[src/rtl/pipe_pkg.sv]
// Shared definitions for the pipeline stage register.
// Holds the default widths and the skid-buffer state encoding.
package pipe_pkg;

   localparam int PIPE_DATA_W = 32;
   localparam int PIPE_CTRL_W = 6;
   localparam int PIPE_CNT_W  = 16;

   typedef enum logic [1:0] {
      ST_EMPTY = 2'd0,
      ST_HALF  = 2'd1,
      ST_FULL  = 2'd2
   } stage_state_t;

   // Number of beats held in a given state.
   function automatic logic [1:0] state_occupancy(input stage_state_t s);
      logic [1:0] occ;
      case (s)
         ST_HALF: occ = 2'd1;
         ST_FULL: occ = 2'd2;
         default: occ = 2'd0;
      endcase
      return occ;
   endfunction

endpackage

[src/rtl/pipe_slot.sv]
// One storage slot of the stage register: payload and control registers.
// Loading captures both; clearing zeroes only the control bits so an empty slot never carries live control.
module pipe_slot
   import pipe_pkg::*;
#(
   parameter int DATA_W = PIPE_DATA_W,
   parameter int CTRL_W = PIPE_CTRL_W
)(
   input  logic              clk,
   input  logic              reset,
   input  logic              load,
   input  logic              clear,
   input  logic [DATA_W-1:0] d_data,
   input  logic [CTRL_W-1:0] d_ctrl,
   output logic [DATA_W-1:0] q_data,
   output logic [CTRL_W-1:0] q_ctrl
);

   always_ff @(posedge clk or negedge reset) begin
      if (!reset) begin
         q_data <= '0;
         q_ctrl <= '0;
      end else if (load) begin
         q_data <= d_data;
         q_ctrl <= d_ctrl;
      end else if (clear) begin
         q_ctrl <= '0;
      end
   end

endmodule

[src/rtl/pipe_stage_reg.sv]
// Two-entry skid-buffer pipeline stage with flush and a saturating stall counter.
// The main slot drives the outputs; the skid slot catches the beat accepted while downstream stalls.
module pipe_stage_reg
   import pipe_pkg::*;
#(
   parameter int DATA_W = PIPE_DATA_W,
   parameter int CTRL_W = PIPE_CTRL_W,
   parameter int CNT_W  = PIPE_CNT_W
)(
   input  logic              clk,
   input  logic              reset,
   input  logic              in_valid,
   output logic              in_ready,
   input  logic [DATA_W-1:0] in_data,
   input  logic [CTRL_W-1:0] in_ctrl,
   input  logic              flush,
   output logic              out_valid,
   input  logic              out_ready,
   output logic [DATA_W-1:0] out_data,
   output logic [CTRL_W-1:0] out_ctrl,
   output logic [1:0]        occupancy,
   output logic [CNT_W-1:0]  stall_cnt
);

   stage_state_t      state;
   stage_state_t      state_nxt;
   logic              accept;
   logic              drain;
   logic              main_load;
   logic              main_clear;
   logic              skid_load;
   logic              skid_clear;
   logic [DATA_W-1:0] main_d_data;
   logic [CTRL_W-1:0] main_d_ctrl;
   logic [DATA_W-1:0] main_data;
   logic [CTRL_W-1:0] main_ctrl;
   logic [DATA_W-1:0] skid_data;
   logic [CTRL_W-1:0] skid_ctrl;

   assign accept = in_valid & in_ready;
   assign drain  = out_valid & out_ready;

   // Flush overrides every handshake: everything held is dropped, including an incoming beat.
   always_comb begin
      state_nxt  = state;
      main_load  = 1'b0;
      main_clear = 1'b0;
      skid_load  = 1'b0;
      skid_clear = 1'b0;
      if (flush) begin
         state_nxt  = ST_EMPTY;
         main_clear = 1'b1;
         skid_clear = 1'b1;
      end else begin
         case (state)
            ST_EMPTY: begin
               if (accept) begin
                  state_nxt = ST_HALF;
                  main_load = 1'b1;
               end
            end
            ST_HALF: begin
               if (accept && drain) begin
                  main_load = 1'b1;
               end else if (accept) begin
                  state_nxt = ST_FULL;
                  skid_load = 1'b1;
               end else if (drain) begin
                  state_nxt  = ST_EMPTY;
                  main_clear = 1'b1;
               end
            end
            ST_FULL: begin
               if (drain) begin
                  state_nxt  = ST_HALF;
                  main_load  = 1'b1;
                  skid_clear = 1'b1;
               end
            end
            default: begin
               state_nxt  = ST_EMPTY;
               main_clear = 1'b1;
               skid_clear = 1'b1;
            end
         endcase
      end
   end

   // When full, main refills from the skid slot so order is preserved.
   assign main_d_data = (state == ST_FULL) ? skid_data : in_data;
   assign main_d_ctrl = (state == ST_FULL) ? skid_ctrl : in_ctrl;

   // Handshake outputs are registered from the next state so in_ready has no path from out_ready.
   always_ff @(posedge clk or negedge reset) begin
      if (!reset) begin
         state     <= ST_EMPTY;
         out_valid <= 1'b0;
         in_ready  <= 1'b0;
         occupancy <= 2'd0;
      end else begin
         state     <= state_nxt;
         out_valid <= (state_nxt != ST_EMPTY);
         in_ready  <= (state_nxt != ST_FULL);
         occupancy <= state_occupancy(state_nxt);
      end
   end

   // Counts downstream back-pressure cycles; sticks at all-ones and survives flush.
   always_ff @(posedge clk or negedge reset) begin
      if (!reset) begin
         stall_cnt <= '0;
      end else if (out_valid && !out_ready && (stall_cnt != {CNT_W{1'b1}})) begin
         stall_cnt <= stall_cnt + CNT_W'(1);
      end
   end

   pipe_slot #(
      .DATA_W (DATA_W),
      .CTRL_W (CTRL_W)
   ) u_main_slot (
      .clk    (clk),
      .reset  (reset),
      .load   (main_load),
      .clear  (main_clear),
      .d_data (main_d_data),
      .d_ctrl (main_d_ctrl),
      .q_data (main_data),
      .q_ctrl (main_ctrl)
   );

   pipe_slot #(
      .DATA_W (DATA_W),
      .CTRL_W (CTRL_W)
   ) u_skid_slot (
      .clk    (clk),
      .reset  (reset),
      .load   (skid_load),
      .clear  (skid_clear),
      .d_data (in_data),
      .d_ctrl (in_ctrl),
      .q_data (skid_data),
      .q_ctrl (skid_ctrl)
   );

   assign out_data = main_data;
   assign out_ctrl = main_ctrl;

endmodule

[config.mk]
export PLATFORM = sky130hd
export DESIGN_NAME = pipe_stage_reg
export DESIGN_NICKNAME = d
export VERILOG_FILES = /design/src/rtl/pipe_pkg.sv /design/src/rtl/pipe_slot.sv /design/src/rtl/pipe_stage_reg.sv
export SDC_FILE = /design/constraint.sdc
export NUM_CORES = 1
export LEC_CHECK = 0
export ABC_AREA = 1
export CAP_MARGIN = 20
export CORE_UTILIZATION = 40
export CTS_CLUSTER_SIZE = 12
export DETAILED_ROUTE_END_ITERATION = 6
export GPL_ROUTABILITY_DRIVEN = 0
export HOLD_SLACK_MARGIN = 0.06
export PLACE_DENSITY_LB_ADDON = 0.12
export SLEW_MARGIN = 20
export SYNTH_ARGS = -nofsm -noshare
export SYNTH_HDL_FRONTEND = slang
export SYNTH_SLANG_ARGS = --single-unit
[constraint.sdc]
create_clock -name clk -period 1.9 [get_ports clk]
set_clock_uncertainty 0.2 [all_clocks]
set_input_delay 0.19 -clock clk [delete_from_list [all_inputs] [get_ports clk]]
set_output_delay 0.19 -clock clk [all_outputs]
set_load 0.02 [all_outputs]
==> impl_metrics.prom, run 1 <==
# TYPE chip_impl_metric gauge
chip_impl_metric{name="worst_setup_slack_after_placement",unit="ps"} 2.013
chip_impl_metric{name="io-pin-count",unit=""} 101
chip_impl_metric{name="number_of_hold_violations_in_the_final_report",unit=""} 0
chip_impl_metric{name="cp.arrival",unit="ps"} 1460
chip_impl_metric{name="timing.max_slew.rel_slack",unit="%"} 68.35
chip_impl_info{name="grt_setup_unrepaired",value="false"} 1
chip_impl_info{name="tritoncts",value="built"} 1
chip_impl_metric{name="drt_first_iter_violations",unit=""} 178
chip_impl_metric{name="fin_tns_setup",unit="ps"} 0
chip_impl_metric{name="yosysTopAreaCellShare",unit="%"} 54.83
chip_impl_metric{name="synth_nets",unit=""} 603
chip_impl_metric{name="total_power",unit="uW"} 6001
chip_impl_metric{name="vdd.ir_drop.worst",unit="mV"} 0.4509
chip_impl_metric{name="die-area",unit="sq um"} 11610
chip_impl_metric{name="cts.repair_timing.setup_buffer_count",unit=""} 0
chip_impl_info{name="status",value="completed"} 1
chip_impl_metric{name="critical_path_peak_fanout",unit=""} 4
chip_impl_metric{name="postLayoutCoreUtil",unit="%"} 54.85
chip_impl_metric{name="finalWirelength",unit="mm"} 10.07
chip_impl_info{name="clock_tree.root_cell",value="sky130_fd_sc_hd__clkbuf_8"} 1
chip_impl_info{name="synth_top_cells_by_area",value="sky130_fd_sc_hd__dfrtp_1 (55%), sky130_fd_sc_hd__nand2_1 (16%), sky130_fd_sc_hd__o21ai_0 (11%)"} 1
chip_impl_metric{name="grt_pass1_wl",unit="mm"} 16.51
chip_impl_metric{name="finalSetupViolations",unit=""} 0
chip_impl_info{name="hold_path.class",value="input port to async pin"} 1
chip_impl_metric{name="seq_area_frac_synth",unit="%"} 54.83
chip_impl_metric{name="ys_ff_latch",unit=""} 98
chip_impl_info{name="critical_path.reg2reg.endpoint",value="stall_cnt[13]$_DFFE_PN0P_"} 1
chip_impl_metric{name="area_of_the_core",unit="sq um"} 10890
chip_impl_metric{name="powerDensity",unit="nW/um^2"} 1005
chip_impl_metric{name="netlist_area",unit="sq um"} 4473
chip_impl_metric{name="synth.lib_cells_used.distinct",unit=""} 23
chip_impl_metric{name="worst-endpoint-required",unit="ps"} 1510
chip_impl_metric{name="grt_max_degree",unit=""} 78
chip_impl_info{name="crit-reg2reg-launch",value="stall_cnt[1]$_DFFE_PN0P_"} 1
chip_impl_metric{name="ant_nets",unit=""} 0
chip_impl_metric{name="clk_pin_slew",unit="ps"} 90
chip_impl_metric{name="cts_made_buffers",unit=""} 9
chip_impl_metric{name="number_of_enable_flip_flop_cells_after_synthesis",unit=""} 0
chip_impl_metric{name="reg2reg_setup_slack",unit="ps"} 130
chip_impl_metric{name="max_cap_viol_count",unit=""} 0
chip_impl_metric{name="yosys_warnings",unit=""} 0
chip_impl_metric{name="fmax",unit="MHz"} 540.8
chip_impl_metric{name="post-route-min-period",unit="ps"} 1849
chip_impl_metric{name="number_of_design_rule_violations_left_after_detail_routing",unit=""} 0
chip_impl_metric{name="post_synth.cell_area_avg",unit="sq um"} 8.002
chip_impl_metric{name="htree_levels",unit=""} 3
chip_impl_metric{name="dp_hpwl",unit="mm"} 7.081
chip_impl_metric{name="timing.final.max_slew_violations",unit=""} 0
chip_impl_info{name="cp-start-kind",value="flip-flop"} 1
chip_impl_metric{name="firstDrtPassIters",unit=""} 4
chip_impl_metric{name="share_of_post_route_cells_with_drive_strength_above_1",unit="%"} 6.835
chip_impl_metric{name="worst_r2r_path_depth",unit=""} 8
chip_impl_metric{name="via_count",unit=""} 3860
chip_impl_metric{name="cellLeakagePower",unit="uW"} 0.002985
chip_impl_metric{name="initial_core_util",unit="%"} 41.08
chip_impl_metric{name="area.growth.synth_to_final",unit="%"} 33.51
chip_impl_metric{name="wire_per_inst",unit="um"} 12.39
chip_impl_metric{name="synth_async_sr_flop_share",unit="%"} 100.0
chip_impl_metric{name="final_net_count",unit=""} 712
chip_impl_metric{name="antenna_cells",unit=""} 0
chip_impl_metric{name="die_y",unit="um"} 107.7
chip_impl_metric{name="first_global_vias",unit=""} 3558
chip_impl_metric{name="syn_inst",unit=""} 559
chip_impl_metric{name="setup_slack",unit="ps"} 50.85
chip_impl_info{name="setup.worst_path.end_class",value="primary output"} 1
chip_impl_metric{name="antenna_found_initial",unit=""} 0
chip_impl_metric{name="holdWs",unit="ps"} 109.0
chip_impl_metric{name="rows",unit=""} 38
chip_impl_metric{name="clock_latency_of_the_later_clocked_register_in_the_worst_skew_pair",unit="ps"} 360
chip_impl_metric{name="period_share",unit="%"} 97.32
chip_impl_metric{name="die_x",unit="um"} 107.7
chip_impl_metric{name="timing_worst_slew_pin_value",unit="ps"} 474.8
chip_impl_metric{name="port-buffer-count",unit=""} 100
chip_impl_info{name="synth.largest_area_cell",value="sky130_fd_sc_hd__dfrtp_1"} 1
chip_impl_metric{name="groute.usage.overall",unit="%"} 18.22
chip_impl_info{name="yosys_most_used_dff",value="sky130_fd_sc_hd__dfrtp_1"} 1
chip_impl_info{name="worst_setup_path_class",value="flip-flop to primary output"} 1
chip_impl_metric{name="via_per_inst",unit=""} 4.748
chip_impl_metric{name="overflow",unit=""} 0
chip_impl_metric{name="cts_sinks",unit=""} 98
chip_impl_metric{name="clock_tree.buffer_depth",unit=""} 2
-- worst max path at each step --
| stage | endpoint | cells after the start | slack, ps | start |
|---|---|---|---|---|
| after floorplan | stall_cnt[9]$_DFFE_PN0P_ | 8 | 60 | stall_cnt[1]$_DFFE_PN0P_ |
| after global placement | u_main_slot.q_ctrl[1]$_DFFE_PN0P_ | 7 | 60 | out_ready |
| after detailed placement | u_main_slot.q_data[28]$_DFFE_PN0P_ | 7 | 2 | out_ready |
| after CTS | stall_cnt[11] | 1 | 8 | stall_cnt[11]$_DFFE_PN0P_ |
| after global routing | stall_cnt[8] | 1 | 6 | stall_cnt[8]$_DFFE_PN0P_ |
| final | stall_cnt[0] | 2 | 50 | stall_cnt[0]$_DFFE_PN0P_ |
-- routing by layer --
layer	track usage [%]	part of all wire, %
met5	0	0
met4	7.926	2.1
met1	24.73	49
met2	28.94	45
met3	2.663	3.5
-- layout make-up --
class                   instances  area [sq um]
fillers                      1056          4916
clock buffers                  12         145.1
clock inverters                 4         51.30
multi-input cells             376          1685
inverters                      61         229.0
well taps                     140         175.2
repair buffers                122          1234
flip-flops and latches         98          2452
-- per-stage QoR --
step	instances	instance area, sq um
floorplan	559	4473
global placement	796	5761
detailed placement	796	5761
CTS	813	5964
global route	813	5972
finish	813	5972
-- kinds of logic (layout without fill, tap and decap cells) --
family | count (synthesis) | in the layout | synth area share [%]
DFF | 98 | 98 | 54.83
adders and majority gates | 1 | 1 | 0.2797
AOI/OAI and AO/OA | 115 | 115 | 13.06
and+or+nand+nor | 254 | 254 | 22.85
xor gates and xnor gates | 6 | 6 | 1.175
buffers and inverters | 85 | 199 | 7.804
-- report_power, final --
| group | total [uW] | internal (uW) | switching, uW |
|---|---|---|---|
| Combinational | 1740 | 827 | 915 |
| Clock | 1370 | 647 | 724 |
| Sequential | 2890 | 2590 | 294 |
| Total | 6000 | 4070 | 1930 |
-- state kept, by name, summed over array words and instances, names as in the netlist --
signal	cells
in_ready	1
occupancy	2
out_valid	1
stall_cnt	16
state	2
u_main_slot.q_ctrl	6
u_main_slot.q_data	32
u_skid_slot.q_ctrl	6
u_skid_slot.q_data	32
-- synth_stat cells (3+ instances only) --
master / instances
sky130_fd_sc_hd__nand3_1: 20
sky130_fd_sc_hd__inv_1: 59
sky130_fd_sc_hd__a21oi_1: 9
sky130_fd_sc_hd__dfrtp_1: 98
sky130_fd_sc_hd__buf_2: 12
sky130_fd_sc_hd__o21ai_1: 3
sky130_fd_sc_hd__nand4_1: 7
sky130_fd_sc_hd__nand2_2: 4
sky130_fd_sc_hd__o21ai_0: 101
sky130_fd_sc_hd__xnor2_1: 6
sky130_fd_sc_hd__nor2_1: 27
sky130_fd_sc_hd__clkbuf_1: 9
sky130_fd_sc_hd__nand2_1: 193
-- layout by cell type, fill, tap and decap left out, types with 2 or more instances in the layout --
master                            count
sky130_fd_sc_hd__nand2_1            192
sky130_fd_sc_hd__o21ai_0            101
sky130_fd_sc_hd__dfrtp_1             98
sky130_fd_sc_hd__clkdlybuf4s50_1     94
sky130_fd_sc_hd__inv_1               59
sky130_fd_sc_hd__nor2_1              27
sky130_fd_sc_hd__nand3_1             20
sky130_fd_sc_hd__buf_4               17
sky130_fd_sc_hd__clkbuf_8            10
sky130_fd_sc_hd__a21oi_1              9
sky130_fd_sc_hd__nand4_1              7
sky130_fd_sc_hd__xnor2_1              6
sky130_fd_sc_hd__nand2_2              5
sky130_fd_sc_hd__buf_12               5
sky130_fd_sc_hd__dlymetal6s2s_1       3
sky130_fd_sc_hd__o21ai_1              2
sky130_fd_sc_hd__clkbuf_1             2
sky130_fd_sc_hd__dlygate4sd2_1        2
-- critical path, cell delays in order (launching register included) --
cell and delay, ps:
sky130_fd_sc_hd__dfrtp_1 370, sky130_fd_sc_hd__buf_4 130, sky130_fd_sc_hd__clkdlybuf4s50_1 600
-- what timing repair did --
action	in CTS	in global routing
endpoints found under the hold margin	98	0
gates resized for setup	2	3
pin swaps	0	0
setup endpoints to repair	2	3
hold buffers	1	0
Power figures use the tool's default switching activity.
==> run 2, diff against run 1 <==
--- a/config.mk
+++ b/config.mk
@@ -12,6 +12,7 @@
 export DETAILED_ROUTE_END_ITERATION = 6
 export GPL_ROUTABILITY_DRIVEN = 0
 export HOLD_SLACK_MARGIN = 0.06
+export MAX_ROUTING_LAYER = met4
 export PLACE_DENSITY_LB_ADDON = 0.12
 export SLEW_MARGIN = 20
 export SYNTH_ARGS = -nofsm -noshare
==> impl_metrics.prom, run 2 (synthesis gave the netlist of run 1 again) <==
# TYPE chip_impl_metric gauge
chip_impl_metric{name="timing.max_slew.rel_slack",unit="%"} 68.29
chip_impl_metric{name="finalSetupViolations",unit=""} 0
chip_impl_metric{name="internal_power",unit="uW"} 4068
chip_impl_metric{name="fin_tns_setup",unit="ps"} 0
chip_impl_metric{name="antenna_cells",unit=""} 0
chip_impl_metric{name="antenna_found_initial",unit=""} 0
chip_impl_info{name="setup.worst_path.end_class",value="primary output"} 1
chip_impl_metric{name="number_of_hold_violations_in_the_final_report",unit=""} 0
chip_impl_metric{name="drt_first_iter_violations",unit=""} 200
chip_impl_info{name="hold_path.class",value="input port to async pin"} 1
chip_impl_metric{name="port-buffer-count",unit=""} 100
chip_impl_metric{name="cp.arrival",unit="ps"} 1460
chip_impl_info{name="grt_setup_unrepaired",value="false"} 1
chip_impl_metric{name="die_y",unit="um"} 107.7
chip_impl_metric{name="via_per_inst",unit=""} 4.763
chip_impl_info{name="cp-start-kind",value="flip-flop"} 1
chip_impl_metric{name="firstDrtPassIters",unit=""} 4
chip_impl_metric{name="postLayoutCoreUtil",unit="%"} 54.85
chip_impl_metric{name="wire_per_inst",unit="um"} 12.45
chip_impl_metric{name="rows",unit=""} 38
chip_impl_info{name="path_cells",value="buf_4 -> clkdlybuf4s50_1"} 1
chip_impl_metric{name="setup_slack",unit="ps"} 54.01
chip_impl_metric{name="net_sw_share",unit="%"} 32.23
chip_impl_metric{name="groute.usage.overall",unit="%"} 18.75
chip_impl_metric{name="overflow",unit=""} 0
chip_impl_metric{name="number_of_design_rule_violations_left_after_detail_routing",unit=""} 0
chip_impl_metric{name="area_of_the_core",unit="sq um"} 10890
chip_impl_metric{name="worst_r2r_path_depth",unit=""} 8
chip_impl_metric{name="die-area",unit="sq um"} 11610
chip_impl_metric{name="powerDensity",unit="nW/um^2"} 1005
chip_impl_metric{name="pwr-share-clk",unit="%"} 22.8
chip_impl_metric{name="cpPeakStageDelay",unit="ps"} 600
chip_impl_metric{name="power_frac_comb",unit="%"} 29.1
chip_impl_info{name="cpMaxStageDelayCell",value="sky130_fd_sc_hd__clkdlybuf4s50_1"} 1
chip_impl_metric{name="via_count",unit=""} 3872
chip_impl_metric{name="final_net_count",unit=""} 712
chip_impl_metric{name="htree_levels",unit=""} 3
chip_impl_metric{name="timing.final.max_slew_violations",unit=""} 0
chip_impl_metric{name="clock_latency_of_the_later_clocked_register_in_the_worst_skew_pair",unit="ps"} 360
chip_impl_metric{name="dpl-instance-area",unit="sq um"} 5761
chip_impl_metric{name="critical_path.n_buffers_inverters",unit=""} 2
chip_impl_info{name="reg.largest.list",value="u_main_slot.q_data x32, u_skid_slot.q_data x32, stall_cnt x16"} 1
chip_impl_metric{name="first_global_vias",unit=""} 3563
chip_impl_metric{name="vdd.ir_drop.worst",unit="mV"} 0.4511
chip_impl_metric{name="initial_core_util",unit="%"} 41.08
chip_impl_metric{name="worst-endpoint-required",unit="ps"} 1510
chip_impl_metric{name="fmax",unit="MHz"} 541.7
chip_impl_metric{name="total_power",unit="uW"} 6002
chip_impl_metric{name="cts_made_buffers",unit=""} 9
chip_impl_metric{name="max_cap_viol_count",unit=""} 0
chip_impl_metric{name="ant_nets",unit=""} 0
chip_impl_metric{name="fillerInstances",unit=""} 1056
chip_impl_metric{name="dp_hpwl",unit="mm"} 7.081
chip_impl_metric{name="post-route-min-period",unit="ps"} 1846
chip_impl_info{name="worst_setup_path_class",value="flip-flop to primary output"} 1
chip_impl_metric{name="cts.repair_timing.setup_buffer_count",unit=""} 0
chip_impl_metric{name="seq_power_share",unit="%"} 48.1
chip_impl_metric{name="worst_setup_slack_after_placement",unit="ps"} 2.013
chip_impl_metric{name="critical_path_peak_fanout",unit=""} 4
chip_impl_metric{name="clock_tree.buffer_depth",unit=""} 2
chip_impl_info{name="status",value="completed"} 1
chip_impl_metric{name="area.growth.synth_to_final",unit="%"} 33.51
chip_impl_metric{name="postLayoutCellArea",unit="sq um"} 5972
chip_impl_metric{name="share_of_post_route_cells_with_drive_strength_above_1",unit="%"} 6.835
chip_impl_metric{name="timing_worst_slew_pin_value",unit="ps"} 475.7
chip_impl_info{name="mostFrequentLayoutCell",value="sky130_fd_sc_hd__nand2_1"} 1
chip_impl_metric{name="clk_pin_slew",unit="ps"} 90
chip_impl_metric{name="cts_sinks",unit=""} 98
chip_impl_metric{name="cellLeakagePower",unit="uW"} 0.002985
chip_impl_metric{name="grt_pass1_wl",unit="mm"} 16.54
chip_impl_metric{name="finalWirelength",unit="mm"} 10.12
chip_impl_metric{name="die_x",unit="um"} 107.7
chip_impl_info{name="clock_tree.root_cell",value="sky130_fd_sc_hd__clkbuf_8"} 1
chip_impl_info{name="tritoncts",value="built"} 1
chip_impl_metric{name="io-pin-count",unit=""} 101
chip_impl_info{name="layout.cells.most_common_list",value="sky130_fd_sc_hd__nand2_1 (192), sky130_fd_sc_hd__o21ai_0 (101), sky130_fd_sc_hd__dfrtp_1 (98)"} 1
chip_impl_metric{name="worst-path-stages",unit=""} 2
chip_impl_info{name="crit_family",value="buffers and inverters"} 1
chip_impl_metric{name="grt_max_degree",unit=""} 78
chip_impl_metric{name="period_share",unit="%"} 97.16
chip_impl_metric{name="switchingPower",unit="uW"} 1934
run 2: cell counts in the layout (fill, tap and decap cells not counted):
No cell type changed its count.
run 2: path summary, 6_finish.rpt:
path / endpoint / slack, ps / start
setup / recovery: stall_cnt[0] / 50 / stall_cnt[0]$_DFFE_PN0P_
hold / removal: stall_cnt[14]$_DFFE_PN0P_ / 110 / reset
setup reg to reg: stall_cnt[13]$_DFFE_PN0P_ / 130 / stall_cnt[1]$_DFFE_PN0P_
hold reg to reg: u_skid_slot.q_data[7]$_DFFE_PN0P_ / 290 / u_skid_slot.q_data[7]$_DFFE_PN0P_
max in group asynchronous: u_main_slot.q_data[1]$_DFFE_PN0P_ / 710 / reset
min in group clk: u_skid_slot.q_data[18]$_DFFE_PN0P_ / 190 / in_data[18]
run 2: power by group through the flow:
stage	Combinational [uW]	Sequential [uW]	Clock, uW
after floorplan	614	3180	0
after global placement	1720	2910	0
after detailed placement	1770	2920	0
after CTS	1770	2890	1420
after global routing	1940	2950	1490
final	1740	2890	1370
run 2: per-stage QoR:
stage | hold slack, ps | cells
final | 110.0 | 813
after global routing | 159.3 | 813
after CTS | 123.1 | 813
after detailed placement | -24.68 | 796
after global placement | -23.59 | 796
after floorplan | -305.6 | 559
run 2: per-layer routing:
layer	global-route usage, %	vias to the layer above	part of all wire, %
met4	7.926	0	2.1
met2	28.85	87	45
met5	-	-	0
met3	2.542	15	3.5
li1	-	1974	-
met1	24.92	1796	49
run 2: area by class of cell:
type                            instances  area [sq um]  area share, %
Multi-Input combinational cell        376          1685          28.22
Tap cell                              140         175.2          2.933
Timing Repair Buffer                  122          1234          20.66
Clock inverter                          4         51.30         0.8590
Sequential cell                        98          2452          41.06
Inverter                               61         229.0          3.834
Clock buffer                           12         145.1          2.430
run 2: timing repair:
action,CTS,global route
hold endpoints to repair,98,0
endpoints found under the setup margin,2,3
hold buffers,1,0
gates resized for setup,2,3
